==> src/rtl/mux2_8b_gl_reg.sv <==
// rtl/mux2_8b_gl_reg.sv - gate-level 2:1 byte mux with a reset-cleared registered copy
// Optional parity outputs enabled by defining MUX2_8B_GL_PARITY_EN.
module mux2_8b_gl_reg #(
    parameter int WIDTH = 8
) (
    input  logic             clk,
    input  logic             reset,
    input  logic [WIDTH-1:0] in0,
    input  logic [WIDTH-1:0] in1,
    input  logic             sel,
`ifdef MUX2_8B_GL_PARITY_EN
    output logic             out_par,
    output logic             out_par_q,
`endif
    output logic [WIDTH-1:0] out,
    output logic [WIDTH-1:0] out_q
);

    wire sel_n;
    logic [WIDTH-1:0] out_d;

    not u_sel_inv (sel_n, sel);

    // Consensus term in0&in1 keeps a bit stable across sel edges (and under sel=X) when both inputs agree.
    for (genvar i = 0; i < WIDTH; i++) begin : g_bit
        wire both_w;
        wire pick0_w;
        wire pick1_w;
        wire bit_w;

        and u_both  (both_w,  in0[i], in1[i]);
        and u_pick0 (pick0_w, sel_n,  in0[i]);
        and u_pick1 (pick1_w, sel,    in1[i]);
        or  u_or    (bit_w,   both_w, pick0_w, pick1_w);

        assign out[i] = bit_w;
    end

    assign out_d = out;

    always_ff @(posedge clk or negedge reset) begin
        if (!reset) begin
            out_q <= '0;
        end else begin
            out_q <= out_d;
        end
    end

`ifdef MUX2_8B_GL_PARITY_EN
    logic par_d;

    assign par_d   = ^out;
    assign out_par = par_d;

    always_ff @(posedge clk or negedge reset) begin
        if (!reset) begin
            out_par_q <= 1'b0;
        end else begin
            out_par_q <= par_d;
        end
    end
`endif

endmodule

==> config.mk <==
export PLATFORM = sky130hd
export DESIGN_NAME = mux2_8b_gl_reg
export DESIGN_NICKNAME = d
export VERILOG_FILES = /design/src/rtl/mux2_8b_gl_reg.sv
export SDC_FILE = /design/constraint.sdc
export NUM_CORES = 1
export LEC_CHECK = 0
export ABC_CLOCK_PERIOD_IN_PS = 1450
export BUFFER_PORTS_ARGS = -buffer_cell sky130_fd_sc_hd__buf_2
export CELL_PAD_IN_SITES_DETAIL_PLACEMENT = 1
export CELL_PAD_IN_SITES_GLOBAL_PLACEMENT = 2
export CORE_MARGIN = 2
export CORE_UTILIZATION = 21
export CTS_CLUSTER_SIZE = 12
export DETAILED_ROUTE_END_ITERATION = 6
export GPL_ROUTABILITY_DRIVEN = 0
export PLACE_DENSITY = 0.76
export SLEW_MARGIN = 20
export SYNTH_ARGS = -nofsm -noshare
export SYNTH_HDL_FRONTEND = slang
export SYNTH_SLANG_ARGS = --single-unit
==> constraint.sdc <==
create_clock -name clk -period 1.45 [get_ports clk]
set_input_delay 0.145 -clock clk [delete_from_list [all_inputs] [get_ports clk]]
set_output_delay 0.145 -clock clk [all_outputs]
set_load 0.05 [all_outputs]
==> insert_results.sql <==
INSERT INTO impl_metrics (metric_group, metric, value, unit) VALUES
('run_status', 'outcome', 'finished, final reports clean', ''),
('sta', 'finalCritPeriodShare', '0.745', ''),
('final_layout', 'area_delta_synth_final', '41.5', '%'),
('global_routing', 'grt_first_pass_wirelength', '1.11', 'mm'),
('global_routing', 'grt_antenna_before_repair', '0', ''),
('yosys', 'mappedNetlistArea', '392', 'um2'),
('final_layout', 'sequential_area', '200', 'um2'),
('power', 'power.density_cell_area', '1130', 'nW/um2'),
('sta', 'timing.final.crit_period', '1.08', 'ns'),
('final_layout', 'final_cell_area', '554', 'um2'),
('die', 'die_h', '47.2', 'um'),
('clocking', 'tritoncts_num_sinks', '8', ''),
('setup_path', 'crit_path_start_kind', 'primary input', ''),
('die', 'fp-row-count', '15', ''),
('sta', 'upper_clock_frequency_limit', '926', 'MHz'),
('final_layout', 'fillCellCount', '211', ''),
('sta', 'report.final.slew_viol_count', '0', ''),
('final_layout', 'largest_reg_flops', '8', ''),
('sta', 'rsz0062_at_grt', 'no', ''),
('place', 'placement_setup_slack', '0.356', 'ns'),
('sta', 'slew_headroom', '0.831', ''),
('final_layout', 'final_core_utilization', '0.318', ''),
('power', 'static-leakage-power', '0.311', 'nW'),
('yosys', 'yosysUniqueCellTypes', '4', ''),
('setup_path', 'arrival', '0.94', 'ns'),
('setup_path', 'critPathMaxFanout', '8', ''),
('final_layout', 'largest-register', 'out_q', ''),
('detailed_routing', 'num_vias', '281', ''),
('min_path', 'hp-start', 'in1[4]', ''),
('final_layout', 'largest_registers', 'out_q (8)', ''),
('clocking', 'tritoncts', 'yes', ''),
('sta', 'final_hold_viol_count', '0', ''),
('sta', 'fin_tns_setup', '0', 'ns'),
('sta', 'finalSetupViolCount', '0', ''),
('power', 'switching_share', '0.358', ''),
('setup_path', 'worst_path_class_setup', 'primary input to output port', ''),
('power', 'share_of_power_burned_in_combinational_logic', '0.365', ''),
('clocking', 'tritoncts.num_buffers', '3', ''),
('detailed_routing', 'avgViaCountPerCell', '3.56', ''),
('min_path', 'hold_path_depth', '2', ''),
('min_path', 'holdCritPathClass', 'primary input to flop', ''),
('power', 'pwr-share-seq', '0.389', ''),
('global_routing', 'grtUsageTotal', '0.0743', ''),
('yosys', 'synth_fp_nets', '44', ''),
('final_layout', 'fin_nets', '75', ''),
('setup_path', 'end_kind', 'output port', ''),
('global_routing', 'grt_start_max_net_pins', '9', ''),
('sta', 'final.setup.worst_slack', '0.370', 'ns'),
('power', 'p_switching', '224', 'uW'),
('yosys', 'cell_count_after_synthesis', '25', ''),
('detailed_routing', 'post_drt_wl_per_cell', '9.61', 'um'),
('yosys', 'yosysWarnings', '0', ''),
('die', 'floorplan.initialDensity', '0.224', ''),
('detailed_routing', 'drt_first_pass_iters', '1', ''),
('clocking', 'cts_resized', '0', ''),
('final_layout', 'drive_above_1_share', '0.833', ''),
('clocking', 'cts.htree.levels', '1', ''),
('clocking', 'clk_pin_slew', '0.05', 'ns'),
('yosys', 'ys_ff_latch', '8', ''),
('power', 'power.ir.vdd_worst', '0.277', 'mV'),
('die', 'die_area', '2230', 'um2'),
('yosys', 'syn-mean-instance-area', '15.7', 'um2'),
('detailed_routing', 'route.detailed.drc', '0', ''),
('place', 'placed_area', '522', 'um2'),
('min_path', 'worstHoldEndpoint', 'out_q[4]', ''),
('final_layout', 'multi_input_logic_area', '120', 'um2'),
('die', 'floorplan.io_pins', '35', ''),
('power', 'clock_power_share', '0.246', ''),
('sta', 'tightestPinTransition', '0.253', 'ns'),
('die', 'core_region_area', '1750', 'um2'),
('power', 'internal_power', '402', 'uW'),
('yosys', 'ys_seq_area_frac', '0.511', ''),
('final_layout', 'insertedDiodeCount', '0', ''),
('clocking', 'clockRootBuffer', 'sky130_fd_sc_hd__clkbuf_4', ''),
('global_routing', 'grt_pass1_vias', '285', ''),
('global_routing', 'global_route.overflow_total', '0', ''),
('power', 'totalPowerFinal', '627', 'uW'),
('place', 'portBuffers', '34', ''),
('die', 'fp.dieW', '47.2', 'um'),
('detailed_routing', 'drt.antenna.violating_nets', '0', ''),
('clocking', 'cts_buffer_depth', '2', ''),
('detailed_routing', 'wl', '759', 'um'),
('detailed_routing', 'dr.first_iter.drc_count', '0', ''),
('setup_path', 'critPathRequiredTime', '1.31', 'ns'),
('run', 'cap_viol_max_count', '0', '');
per-layer routing:
metal,part of all wire,vias up,track usage
li1,-,132,-
met1,0.30,129,0.0668
met2,0.57,18,0.137
met3,0.11,2,0.0269
met4,0.013,0,0.0500
met5,0,-,0
worst max-delay path by stage:
stage / startpoint / end / cells past startpoint
final: sel / out[6] / 3
after global routing: sel / out[7] / 3
after CTS: sel / out[1] / 3
after detailed placement: sel / out[1] / 3
after global placement: sel / out[7] / 3
after floorplan: sel / out[0] / 3
stage by stage:
step / cells / hold slack, ns
4_1_cts: 79 / 0.136
2_1_floorplan: 25 / -0.151
5_1_grt: 79 / 0.140
3_5_place_dp: 75 / -0.00857
6_report: 79 / 0.143
3_3_place_gp: 75 / -0.0126
logic make-up (layout without fill, tap and decap cells):
group	Yosys count	count (layout)	share of synthesized area
muxes	8	8	0.307
DFF	8	8	0.511
buffers and inverters	9	38	0.182
synth_stat cells:
library cell | n | area share
sky130_fd_sc_hd__buf_4 | 8 | 0.15
sky130_fd_sc_hd__dfrtp_1 | 8 | 0.51
sky130_fd_sc_hd__mux2_4 | 8 | 0.31
sky130_fd_sc_hd__buf_6 | 1 | 0.029
power groups by stage:
| stage | clock, mW | sequential [mW] | combinational [mW] |
|---|---|---|---|
| after floorplan | 0 | 0.311 | 0.129 |
| after global placement | 0 | 0.248 | 0.229 |
| after detailed placement | 0 | 0.248 | 0.230 |
| after CTS | 0.163 | 0.244 | 0.232 |
| after global routing | 0.171 | 0.246 | 0.240 |
| final | 0.154 | 0.244 | 0.228 |
cell type report:
type / instances / share of cell area
repair buffers: 35 / 0.325
flip-flops and latches: 8 / 0.361
well taps: 25 / 0.0564
multi-input cells: 8 / 0.217
clock buffers: 3 / 0.0406
critical path: stages:
cell                     delay [ns]
sky130_fd_sc_hd__buf_2         0.24
sky130_fd_sc_hd__mux2_4        0.34
sky130_fd_sc_hd__buf_2         0.21
cells in the final DEF (no fill, tap or decap):
master	synthesis	layout
sky130_fd_sc_hd__buf_2	0	34
sky130_fd_sc_hd__clkbuf_4	0	3
sky130_fd_sc_hd__dfrtp_1	8	8
sky130_fd_sc_hd__dlygate4sd3_1	0	1
sky130_fd_sc_hd__mux2_4	8	8
what timing repair did:
action | in CTS | in global routing
endpoints found under the hold margin | 8 | 0
buffers inserted | 0 | 0
hold buffers | 1 | 0
Note: power is estimated with default switching activity, not from simulation.
